<file path="config.mk">
export PLATFORM = sky130hd
export DESIGN_NAME = output_preprocessor
export DESIGN_NICKNAME = d
export VERILOG_FILES = /design/src/rtl/opp_pkg.sv /design/src/rtl/opp_clamp.sv /design/src/rtl/output_preprocessor.sv
export SDC_FILE = /design/constraint.sdc
export NUM_CORES = 1
export LEC_CHECK = 0
export ABC_AREA = 1
export ABC_CLOCK_PERIOD_IN_PS = 6270
export BUFFER_PORTS_ARGS = -buffer_cell sky130_fd_sc_hd__buf_4
export CORE_ASPECT_RATIO = 0.9
export CORE_MARGIN = 2
export CORE_UTILIZATION = 25
export DETAILED_ROUTE_END_ITERATION = 10
export SLEW_MARGIN = 20
export SYNTH_ARGS = -nofsm -noshare
export SYNTH_HDL_FRONTEND = slang
export SYNTH_HIERARCHICAL = 1
export SYNTH_SLANG_ARGS = --single-unit
</file>
<file path="constraint.sdc">
create_clock -name clk_in -period 6.27 [get_ports clk_in]
set_input_delay 0.3135 -clock clk_in [delete_from_list [all_inputs] [get_ports clk_in]]
set_output_delay 0.3135 -clock clk_in [all_outputs]
set_load 0.1 [all_outputs]
</file>
<file path="src/rtl/opp_pkg.sv">
// opp_pkg -- shared constants for the output preprocessor.
//   OPP_W_CHAN / OPP_W_SEL / OPP_N_CHAN : default channel width, index width, channel count
//   OPP_SMIN / OPP_SMAX                 : signed limits at the default channel width
//   OPP_UMAX                            : all-ones unsigned value at the default width
package opp_pkg;

    localparam int OPP_W_CHAN = 16;
    localparam int OPP_W_SEL  = 4;
    localparam int OPP_N_CHAN = 8;

    localparam logic signed [OPP_W_CHAN-1:0] OPP_SMIN = {1'b1, {(OPP_W_CHAN-1){1'b0}}};
    localparam logic signed [OPP_W_CHAN-1:0] OPP_SMAX = {1'b0, {(OPP_W_CHAN-1){1'b1}}};
    localparam logic        [OPP_W_CHAN-1:0] OPP_UMAX = '1;

endpackage

</file>
<file path="src/rtl/opp_clamp.sv">
// opp_clamp -- combinational saturation of a widened sum into [min, max].
//   sum_i : W_CHAN+1 bit two's complement sum (sample + offset, cannot overflow)
//   min_i : signed lower limit
//   max_i : signed upper limit
//   res_o : saturated W_CHAN bit result; an inverted window (min > max) yields min
module opp_clamp
    import opp_pkg::*;
#(
    parameter int W_CHAN = OPP_W_CHAN
) (
    input  logic [W_CHAN:0]   sum_i,
    input  logic [W_CHAN-1:0] min_i,
    input  logic [W_CHAN-1:0] max_i,
    output logic [W_CHAN-1:0] res_o
);

    logic signed [W_CHAN:0] s_x;
    logic signed [W_CHAN:0] lo_x;
    logic signed [W_CHAN:0] hi_x;

    always_comb begin
        s_x   = sum_i;
        lo_x  = {min_i[W_CHAN-1], min_i};
        hi_x  = {max_i[W_CHAN-1], max_i};
        res_o = sum_i[W_CHAN-1:0];
        // inverted window must be checked first, otherwise large sums would pick max
        if (lo_x > hi_x)      res_o = min_i;
        else if (s_x < lo_x)  res_o = min_i;
        else if (s_x > hi_x)  res_o = max_i;
    end

endmodule

</file>
<file path="src/rtl/output_preprocessor.sv">
// output_preprocessor -- round-robin per-channel offset / clamp (/ optional slew limit)
// ahead of a DAC controller, with a valid/ready output handshake.
//   clk_in, rst_n_in      : clock, synchronous active-low reset
//   data_packed_in        : N_CHAN samples, channel i at [i*W_CHAN +: W_CHAN]
//   param_chan_in         : channel addressed by a parameter write (>= N_CHAN ignored)
//   offset_in/min_in/max_in/slew_in, update_in : parameter write port
//   ready_in              : downstream ready
//   data_out/chan_out/valid_out : processed sample, its channel, valid
// Optional feature: define OUTPUT_PREPROCESSOR_SLEW_EN to add per-channel slew limiting
// relative to the last transferred sample of that channel.
//
// Pipeline: idx selects a channel; stage 1 registers sample+offset plus a snapshot of
// that channel's limits; stage 2 (combinational) clamps/slews into the output register.
// A single advance enable stalls everything while valid_out & !ready_in.
module output_preprocessor
    import opp_pkg::*;
#(
    parameter int W_CHAN = OPP_W_CHAN,
    parameter int W_SEL  = OPP_W_SEL,
    parameter int N_CHAN = OPP_N_CHAN
) (
    input  logic                     clk_in,
    input  logic                     rst_n_in,
    input  logic [W_CHAN*N_CHAN-1:0] data_packed_in,
    input  logic [W_SEL-1:0]         param_chan_in,
    input  logic [W_CHAN-1:0]        offset_in,
    input  logic [W_CHAN-1:0]        min_in,
    input  logic [W_CHAN-1:0]        max_in,
    input  logic [W_CHAN-1:0]        slew_in,
    input  logic                     update_in,
    input  logic                     ready_in,
    output logic [W_CHAN-1:0]        data_out,
    output logic [W_SEL-1:0]         chan_out,
    output logic                     valid_out
);

    localparam logic [W_CHAN-1:0] SMIN = {1'b1, {(W_CHAN-1){1'b0}}};
    localparam logic [W_CHAN-1:0] SMAX = {1'b0, {(W_CHAN-1){1'b1}}};

    logic [N_CHAN-1:0][W_CHAN-1:0] samp;
    assign samp = data_packed_in;

    // per-channel parameters
    logic [N_CHAN-1:0][W_CHAN-1:0] off_q;
    logic [N_CHAN-1:0][W_CHAN-1:0] min_q;
    logic [N_CHAN-1:0][W_CHAN-1:0] max_q;

    // pipeline state; vld_pipe_q[0] = stage 1, vld_pipe_q[1] = output register
    logic [W_SEL-1:0]  idx_q;
    logic [1:0]        vld_pipe_q;
    logic [W_CHAN:0]   s1_sum_q;
    logic [W_CHAN-1:0] s1_min_q;
    logic [W_CHAN-1:0] s1_max_q;
    logic [W_SEL-1:0]  s1_chan_q;
    logic [W_CHAN-1:0] dout_q;
    logic [W_SEL-1:0]  cout_q;

    logic              adv;
    logic [W_CHAN-1:0] cur_samp, cur_off, cur_min, cur_max;
    logic [W_CHAN:0]   cur_sum;
    logic [W_CHAN-1:0] clamp_res;
    logic [W_CHAN-1:0] s2_res;

    assign adv = ~vld_pipe_q[1] | ready_in;

    // read the selected channel; loop compare avoids indexing with an oversized idx
    always_comb begin
        cur_samp = '0;
        cur_off  = '0;
        cur_min  = '0;
        cur_max  = '0;
        for (int c = 0; c < N_CHAN; c++) begin
            if (idx_q == W_SEL'(c)) begin
                cur_samp = samp[c];
                cur_off  = off_q[c];
                cur_min  = min_q[c];
                cur_max  = max_q[c];
            end
        end
        cur_sum = {cur_samp[W_CHAN-1], cur_samp} + {cur_off[W_CHAN-1], cur_off};
    end

    // parameter storage; writes land on the edge after capture reads, so the channel
    // being captured on that edge still uses its old values
    always_ff @(posedge clk_in) begin
        if (!rst_n_in) begin
            for (int c = 0; c < N_CHAN; c++) begin
                off_q[c] <= '0;
                min_q[c] <= SMIN;
                max_q[c] <= SMAX;
            end
        end else begin
            for (int c = 0; c < N_CHAN; c++) begin
                if (update_in && param_chan_in == W_SEL'(c)) begin
                    off_q[c] <= offset_in;
                    min_q[c] <= min_in;
                    max_q[c] <= max_in;
                end
            end
        end
    end

    opp_clamp #(.W_CHAN(W_CHAN)) u_clamp (
        .sum_i (s1_sum_q),
        .min_i (s1_min_q),
        .max_i (s1_max_q),
        .res_o (clamp_res)
    );

`ifdef OUTPUT_PREPROCESSOR_SLEW_EN
    logic [N_CHAN-1:0][W_CHAN-1:0] slew_q;
    logic [N_CHAN-1:0][W_CHAN-1:0] last_q;
    logic [W_CHAN-1:0]             cur_slew;
    logic [W_CHAN-1:0]             s1_slew_q;
    logic [W_CHAN-1:0]             last_rd;
    logic [W_CHAN-1:0]             base;
    logic signed [W_CHAN+1:0]      base_x, slew_x, hi_x, lo_x, cl_x;

    always_ff @(posedge clk_in) begin
        if (!rst_n_in) begin
            for (int c = 0; c < N_CHAN; c++) begin
                slew_q[c] <= '1;
                last_q[c] <= '0;
            end
        end else begin
            for (int c = 0; c < N_CHAN; c++) begin
                if (update_in && param_chan_in == W_SEL'(c))
                    slew_q[c] <= slew_in;
                if (vld_pipe_q[1] && ready_in && cout_q == W_SEL'(c))
                    last_q[c] <= dout_q;
            end
        end
    end

    always_ff @(posedge clk_in) begin
        if (!rst_n_in)  s1_slew_q <= '0;
        else if (adv)   s1_slew_q <= cur_slew;
    end

    always_comb begin
        cur_slew = '0;
        last_rd  = '0;
        for (int c = 0; c < N_CHAN; c++) begin
            if (idx_q == W_SEL'(c))     cur_slew = slew_q[c];
            if (s1_chan_q == W_SEL'(c)) last_rd  = last_q[c];
        end
        // a same-channel sample leaving the output register transfers on this very
        // edge (stage 2 only loads when the output advances), so use it as the base
        base = (vld_pipe_q[1] && cout_q == s1_chan_q) ? dout_q : last_rd;
        base_x = {{2{base[W_CHAN-1]}}, base};
        slew_x = {2'b00, s1_slew_q};
        cl_x   = {{2{clamp_res[W_CHAN-1]}}, clamp_res};
        hi_x   = base_x + slew_x;
        lo_x   = base_x - slew_x;
        if (hi_x > $signed({2'b00, SMAX})) hi_x = {2'b00, SMAX};
        if (lo_x < $signed({2'b11, SMIN})) lo_x = {2'b11, SMIN};
        s2_res = clamp_res;
        if (cl_x > hi_x)      s2_res = hi_x[W_CHAN-1:0];
        else if (cl_x < lo_x) s2_res = lo_x[W_CHAN-1:0];
    end
`else
    logic unused_slew;
    assign unused_slew = ^slew_in;
    assign s2_res      = clamp_res;
`endif

    always_ff @(posedge clk_in) begin
        if (!rst_n_in) begin
            idx_q      <= '0;
            vld_pipe_q <= '0;
            s1_sum_q   <= '0;
            s1_min_q   <= '0;
            s1_max_q   <= '0;
            s1_chan_q  <= '0;
            dout_q     <= '0;
            cout_q     <= '0;
        end else if (adv) begin
            idx_q      <= (idx_q == W_SEL'(N_CHAN-1)) ? '0 : idx_q + 1'b1;
            vld_pipe_q <= {vld_pipe_q[0], 1'b1};
            s1_sum_q   <= cur_sum;
            s1_min_q   <= cur_min;
            s1_max_q   <= cur_max;
            s1_chan_q  <= idx_q;
            dout_q     <= s2_res;
            cout_q     <= s1_chan_q;
        end
    end

    assign data_out  = dout_q;
    assign chan_out  = cout_q;
    assign valid_out = vld_pipe_q[1];

endmodule
</file>
* After elaboration in Yosys (flattened, before gate mapping)
Index checks and enable logic that the tools add are counted.
** Word-level totals
- Bits in registers :: 463
- Bits in latches :: 0
- Bits in writable memories :: 0
- Bits in read-only memories :: 0
- Input port bits :: 200
- Word-level logic and storage cells :: 99
- Memories :: 0
** Cells by class
- Add/subtract/negate cells :: 2
- $mul :: 0
- Divide/modulo/power cells :: 0
- Magnitude comparators :: 3
- Eq/ne operators :: 14
- Shifts and indexed selects :: 0
- Mux-type cells :: 36
- Bitwise logic cells :: 2
- Reduce and logical (&&, ||, !) cells :: 10
** Operator list (count)
- 16-bit two-way mux :: 35
- 4-bit by 3-bit == test with 1-bit output, second input constant :: 8
- 16-bit by 16-bit adder with 17-bit output :: 1
- 17-bit by 16-bit > comparator with 1-bit output :: 1
- 17-bit by 16-bit < comparator with 1-bit output :: 1
- 4-bit by 2-bit == test with 1-bit output, second input constant :: 4
- 16-bit > comparator :: 1
- 4-bit by 1-bit == test with 1-bit output, second input constant :: 2
- 1-bit logical AND :: 8
- 4-bit zero test :: 2
- 4-bit by 1-bit adder with 4-bit output, second input constant :: 1
- 4-bit two-way mux :: 1
- 1-bit inverter :: 1
- 1-bit OR :: 1

* Depth between registers and ports, before layout
Gate-level depths: netlist of the first run.
- Word-level depth :: 10
- Gate-level depth with buffers :: 25
- Gate-level depth less buffers :: 23

* Cells and area by module
Netlist of the first run, hierarchy kept.
** Modules (own cells, without submodules)
- output_preprocessor :: times used 1, cells each 3333, area each 22044.9 sq um, seq. area each 9268.9 sq um
- opp_clamp :: times used 1, cells each 329, area each 1793.0 sq um, seq. area each 0.0 sq um

* Worst setup path before layout of the first run
OpenSTA, ideal clock, no wires.
- Path kind :: register -> register
- From :: reg idx_q[1]
- To :: reg s1_sum_q[14]
- Library setup time :: 0.109 ns
- Data arrival time :: 3.029 ns
- Setup slack :: 3.132 ns
- Stages on the path, launching flop included :: 24
- Path buffers :: 3
- Clock period less this slack :: 3.138 ns
- Cell sequence :: dfxtp_1 -> inv_1 -> ha_1 -> buf_2 -> inv_2 -> nor2_4 -> inv_2 -> buf_2 -> buf_2 -> nor2_1 -> nor2_1 -> nand2_1 -> a21oi_1 -> ha_1 -> fa_1 -> nand3_1 -> nand2_1 -> a21oi_1 -> or2_2 -> nand2_1 -> nand2_1 -> nand3_1 -> nand2_1 -> inv_1
** On the way
- Word-level cells in the longest chain between the ends :: 10
** RTL lines
- start: declaration :: line output_preprocessor.sv:49 : logic [W_SEL-1:0] idx_q;
- start signal: assignment :: line output_preprocessor.sv:178 : idx_q <= (idx_q == W_SEL'(N_CHAN-1)) ? '0 : idx_q + 1'b1;
- 4-bit zero test :: line output_preprocessor.sv:73 : if (idx_q == W_SEL'(c)) begin
- 16-bit two-way mux (8 in a row) :: line output_preprocessor.sv:73
- 16-bit by 16-bit adder with 17-bit output * :: line output_preprocessor.sv:80 : cur_sum = {cur_samp[W_CHAN-1], cur_samp} + {cur_off[W_CHAN-1], cur_off};
- end signal: assignment :: line output_preprocessor.sv:180 : s1_sum_q <= cur_sum;
- end: declaration :: line output_preprocessor.sv:51 : logic [W_CHAN:0] s1_sum_q;
Every way passes the cells marked *; elsewhere a longest branch is shown, timed or not.
A chain may end at the register's enable or synchronous reset.

* Worst setup path in the final report of the first run
- From :: reg idx_q[2]
- To :: reg s1_sum_q[13]
Same word-level chain as after synthesis.

==> impl_metrics.tcl, run 1 <==
set metrics [dict create \
    status "completed" \
    critPathMaxStageDelay_ns 0.62 \
    slew_headroom 0.211 \
    yosysTopAreaCellShare 0.389 \
    cts_tree "yes" \
    crit_chain "nor2_4 -> nand2_4 -> or2_2 -> nand3_1 -> nand3_1 -> nand2_1 -> nand2_1 -> nand2_1 -> nand2_1 -> ha_1 -> a21oi_1 -> nand2_1 -> a21oi_1 -> or2_2 -> nand2_1 -> nand2_1 -> nand3_1 -> nand2_1 -> inv_1" \
    grt_util_met3 0.0226 \
    grt_pass1_wl_mm 129 \
    multi_input_area_mm2 0.0123 \
    cp_common_cell "nand2_1" \
    fin_crit_sh 0.689 \
    finalSetupTns_ns 0 \
    cts_root_buf "clkbuf_16" \
    cts_sinks 463 \
    final_nets 3965 \
    yosysUniqueCellTypes 39 \
    grt-ovfl-total 0 \
    holdPathEnd "off_q[16]" \
    critPathSlowestCell "nand2_4" \
    worstSetupPathType "reg2reg" \
    endpoint_kind "register" \
    fillers 10500 \
    antenna_found_initial 3 \
    hp-start "offset_in[0]" \
    timing.critical_path.buf_inv 1 \
    clkTransAtPathRegs_ns 0.07 \
    arrival_ns 4.81 \
    cp_top_family "simple AND/OR/NAND/NOR gates" \
    cts_setup_buffers 0 \
    drtIter0Drc 1657 \
    required_ns 6.76 \
    viasPerCell 4.69 \
    finalHoldViolations 0 \
    synthToLayoutAreaGrowth_pct 17.7 \
    initial_core_util 0.252 \
    yosys-top-cells-area "dfxtp_1, nand2_1, nor2_1" \
    yosysSeqAreaShare 0.389 \
    dieArea_mm2 0.0978 \
    die_h_um 297 \
    cp.depth 19 \
    synth.cell_area_mm2 0.0238 \
    core_mm2 0.0945 \
    hp-class "in2reg" \
    placed_area_mm2 0.0261 \
    cts_buffer_depth 3 \
    fin_area_mm2 0.0281 \
    via_count 23400 \
    finalSetupViolCount 0 \
    cts_max_level 2 \
    rsz0062_at_grt "false" \
    syn-num-nets 3932 \
    dp_hpwl_mm 52.9 \
    fin_ws_ns 1.95 \
    drive_above_1_share 0.106 \
    r2r_end "s1_sum_q[13]" \
    place_congestion 0.857 \
    cts_buffers 48 \
    routedWlPerCell_um 16.4 \
    maxCapViolCount 0 \
    ant_nets 0 \
    peakVddDrop_mv 0.195 \
    grt_pass1_vias 21700 \
    critPathLaunchType "register" \
    seqCellArea_mm2 0.00927 \
    use_met1 0.232 \
    pre_cts_ws_ns 2.00 \
    synth_top_area_cell "dfxtp_1" \
    rows 107 \
    grt.busiest_layer "met2" \
    timing.fmax_mhz 232 \
    netlist_instances 3662 \
    firstDrtPassIters 6 \
    clock_latency_ns 0.61 \
    dieWidth_um 329 \
    drv_slew 0 \
    port_buffers 204 \
    skew_ns 0.0231 \
    synth_seq_cells 463 \
    io_pins 221 \
    worst_slew_pin_slew_ns 1.18 \
    p_per_area_mw_per_mm2 304 \
    routed_wirelength_mm 82.1 \
    p_leak_nw 13.2 \
    drc 0 \
    syn_avg_cell_area_um2 6.51 \
    met2_usage 0.261 \
    cp_max_fo 82 \
    rr_worst_depth 19 \
    grt_usage 0.164 \
    reg2reg_slack_ns 1.95 \
    grt_max_degree 153 \
    holdPathStages 3 \
    fin_crit_ns 4.32 \
    r2r_start "idx_q[2]" \
    ys.warnings.count 6 \
]
-- where the power goes --
group	internal, W	switching [W]	total [W]
Combinational	0.000672	0.00146	0.00214
Clock	0.00188	0.00127	0.00315
Sequential	0.00309	0.000143	0.00323
-- metrics by stage --
step / hold WS, ns / power (W) / util / std cells
6_report: 0.0211 / 0.00852 / 0.297 / 4989
3_3_place_gp: 0.435 / 0.00541 / 0.277 / 4880
4_1_cts: 0.000512 / 0.00858 / 0.297 / 4987
2_1_floorplan: 0.425 / 0.00474 / - / 3662
5_1_grt: 0.0244 / 0.00897 / 0.297 / 4989
3_5_place_dp: 0.440 / 0.00542 / 0.277 / 4880
-- worst max-delay path by stage --
stage,start,endpoint,slack [ns]
floorplan,idx_q[1],s1_sum_q[14],3.13
global placement,idx_q[2],s1_sum_q[14],2.01
detailed placement,idx_q[2],s1_sum_q[13],2.00
CTS,idx_q[2],s1_sum_q[13],1.96
global route,idx_q[2],s1_sum_q[15],1.59
finish,idx_q[2],s1_sum_q[13],1.95
-- kinds of logic after synthesis --
family / synth area share
flip-flops: 0.389
XOR/XNOR: 0.00184
adder cells (fa/ha/maj): 0.0371
buffers and inverters: 0.101
AO/OA/AOI/OAI: 0.153
AND/OR/NAND/NOR: 0.319
-- placed cells by master, fill, tap and decap left out, drive strengths merged --
cell type	synthesis	layout
a211oi	1	1
inv	321	323
clkbuf	205	68
nand3	385	385
o211ai	52	52
o21ai	376	376
fa	1	1
diode	0	2
a21boi	3	3
xor2	2	2
nor2	576	576
a31oi	1	1
o22ai	1	1
buf	75	245
nor3	3	3
dlygate4sd3	0	18
clkinv	1	11
a22oi	10	10
nor4	2	2
bufinv	0	8
a21o	6	6
nand4	22	22
ha	69	69
dfxtp	463	463
nand2	807	807
clkinvlp	0	1
o21bai	7	7
xnor2	3	3
nand3b	3	3
a21oi	232	232
or2	35	35
-- sequential cells by signal, summed over array words and instances, names as in the netlist --
signal,cells
s1_sum_q,17
s1_min_q,16
s1_chan_q,4
off_q,128
s1_max_q,16
chan_out,4
max_q,128
min_q,128
data_out,16
vld_pipe_q,2
idx_q,4
-- synthesized netlist by cell type (all sizes together) --
cell	number
ha	69
buf	75
a211oi	1
nand4	22
xnor2	3
a31oi	1
or2	35
clkinv	1
nand2	807
clkbuf	205
inv	321
fa	1
nand3	385
nand3b	3
o21bai	7
a21boi	3
a22oi	10
nor2	576
a21oi	232
o21ai	376
o22ai	1
a21o	6
nor3	3
xor2	2
o211ai	52
nor4	2
dfxtp	463
-- cell type report --
class                           count  share of cell area
Tap cell                         1253              0.0559
Sequential cell                   463               0.330
Antenna cell                        2            0.000178
Multi-Input combinational cell   2597               0.437
Inverter                          322              0.0431
Clock buffer                       68              0.0494
Clock inverter                     21              0.0122
Timing Repair Buffer              263              0.0722
-- worst min-delay path: cells and delay by family --
kind                   cells  cell delay, ns
AND/OR/NAND/NOR            2            0.13
buffers and inverters      1            0.13
-- metal layers --
layer | part of all wire | wire, µm | vias up
met5 | 0.00016 | 13 | -
met4 | 0.019 | 1580 | 2
met3 | 0.058 | 4780 | 103
met2 | 0.45 | 37100 | 595
met1 | 0.47 | 38500 | 10900
li1 | - | - | 11800
-- timing repair --
action | 4_1_cts | 5_1_grt
hold endpoints to repair | 85 | 0
resized for setup | 0 | 0
hold buffers | 18 | 0
Power figures use the tool's default switching activity.
==> run 2, diff against run 1 <==
- ABC_CLOCK_PERIOD_IN_PS: 6270 -> 3450
- clock period: 6.27 -> 3.45 ns (I/O delays scaled with it)
==> impl_metrics.tcl, run 2 (same netlist as run 1, synthesis figures left out) <==
set metrics [dict create \
    die_h_um 297 \
    viasPerCell 4.66 \
    clkTransAtPathRegs_ns 0.06 \
    drc 0 \
    drtIter0Drc 1828 \
    critPathMaxStageDelay_ns 0.35 \
    fin_area_mm2 0.0288 \
    critPathLaunchType "register" \
    routed_wirelength_mm 80.2 \
    cts_root_buf "clkbuf_16" \
    cts_max_level 2 \
    r2r_start "idx_q[1]" \
    finalHoldViolations 0 \
    core_mm2 0.0945 \
    clock_latency_ns 0.61 \
    cp_max_fo 16 \
    status "completed" \
    initial_core_util 0.252 \
    fillers 10400 \
    fin_crit_ns 3.21 \
    ant_nets 0 \
    drive_above_1_share 0.116 \
    endpoint_kind "register" \
    io_pins 221 \
    routedWlPerCell_um 15.9 \
    dp_hpwl_mm 54.7 \
    dieWidth_um 329 \
    drv_slew 0 \
    critPathSlowestCell "dfxtp_2" \
    worst_slew_pin_slew_ns 0.926 \
    port_buffers 204 \
    rsz0062_at_grt "false" \
    grt_pass1_wl_mm 127 \
    final_common_cell "nand2_1" \
    dieArea_mm2 0.0978 \
    final_nets 4030 \
    slew_headroom 0.380 \
    placed_area_mm2 0.0265 \
    fin_crit_sh 0.930 \
    via_count 23500 \
    crit_chain "inv_1 -> ha_1 -> inv_2 -> nor2_4 -> buf_12 -> nand3_1 -> nand3_1 -> nand3_1 -> nand4_1 -> nand2_1 -> a21oi_1 -> ha_1 -> a21oi_1 -> o21ai_0 -> inv_1 -> nand3_1 -> nand2_1 -> nand3_1 -> o211ai_1 -> inv_1" \
    finalSetupViolCount 0 \
    skew_ns 0.0243 \
    cts_buffer_depth 3 \
    antenna_found_initial 3 \
    maxCapViolCount 0 \
    holdPathStages 6 \
    cts_buffers 49 \
    required_ns 3.94 \
    reg.largest.list "max_q (128), min_q (128), off_q (128)" \
    peakVddDrop_mv 0.311 \
    cts_sinks 463 \
    hp-start "data_packed_in[112]" \
    r2r_end "s1_sum_q[12]" \
    grt_pass1_vias 21700 \
    cts_tree "yes" \
    reg2reg_slack_ns 0.24 \
    synthToLayoutAreaGrowth_pct 20.8 \
    p_per_area_mw_per_mm2 532 \
    place_congestion 0.916 \
    holdPathEnd "s1_sum_q[0]" \
    firstDrtPassIters 5 \
    grt_usage 0.160 \
    arrival_ns 3.70 \
    final_cell_mix "nand2_1, nor2_1, dfxtp_1" \
    grt_max_degree 154 \
    rows 107 \
    hp-class "in2reg" \
    worstSetupPathType "reg2reg" \
    p_leak_nw 13.5 \
    cp_common_cell "nand3_1" \
    rr_worst_depth 20 \
    grt-ovfl-total 0 \
    timing.fmax_mhz 312 \
    finalSetupTns_ns 0 \
]
-- run 2: cell count changes in the layout (fill, tap and decap cells not counted), sizes merged --
cell,before,now
diode,2,1
inv,323,322
buf,245,276
clkbuf,68,73
bufinv,8,3
clkinvlp,1,2
dlygate4sd3,18,50
-- run 2: metal layers --
metal / global-route usage / wire length [µm] / vias to the layer above
li1: - / - / 12000
met1: 0.233 / 38500 / 10800
met2: 0.247 / 35300 / 640
met3: 0.0183 / 4490 / 96
met4: 0.0453 / 1880 / 4
met5: 0 / 27 / -
-- run 2: critical path, delay by kind of cell, from the launching register on --
kind	cells	cell delay [ns]
adder cells (fa/ha/maj)	2	0.53
flip-flops	1	0.35
AO/OA/AOI/OAI	4	0.78
buffers and inverters	5	0.57
AND/OR/NAND/NOR	9	0.87
-- run 2: worst max path at each step --
stage | startpoint | endpoint | slack, ns | cells after the start
after floorplan | idx_q[1] | s1_sum_q[14] | 0.31 | 23
after global placement | idx_q[0] | s1_sum_q[13] | 0.18 | 21
after detailed placement | idx_q[0] | s1_sum_q[10] | 0.14 | 22
after CTS | idx_q[0] | s1_sum_q[10] | 0.12 | 22
after global routing | idx_q[2] | s1_sum_q[15] | 0.04 | 20
final | idx_q[1] | s1_sum_q[12] | 0.24 | 20
-- run 2: cell type report --
class,instances,area [µm²],area share
sequential,463,9270,0.322
clock buffer,72,1410,0.0491
timing repair buffer,327,2770,0.0963
antenna,1,2.50,0.0000869
tap,1253,1570,0.0545
inverter,322,1210,0.0420
multi-input combinational,2597,12300,0.428
clock inverter,16,219,0.00761
-- run 2: timing repair --
action,CTS,global route
resized for setup,0,24
hold endpoints to repair,396,0
endpoints found under the setup margin,0,11
hold buffers,50,0
buffers inserted,0,1
-- run 2: through the flow --
step	setup slack [ns]	total power (W)	hold WS, ns	utilization	instances
global placement	0.181	0.00991	0.434	0.281	4910
finish	0.243	0.0153	0.197	0.305	5051
detailed placement	0.144	0.00994	0.443	0.281	4910
floorplan	0.312	0.00862	0.307	-	3662
global route	0.0354	0.0162	0.302	0.305	5051
CTS	0.119	0.0154	0.157	0.303	5048
-- run 2: power breakdown --
| part | internal (W) | total (W) | leakage (nW) | switching, W |
|---|---|---|---|---|
| clock network | 0.00308 | 0.00540 | 0.794 | 0.00231 |
| logic | 0.00134 | 0.00405 | 8.92 | 0.00271 |
| registers | 0.00562 | 0.00588 | 3.77 | 0.000263 |
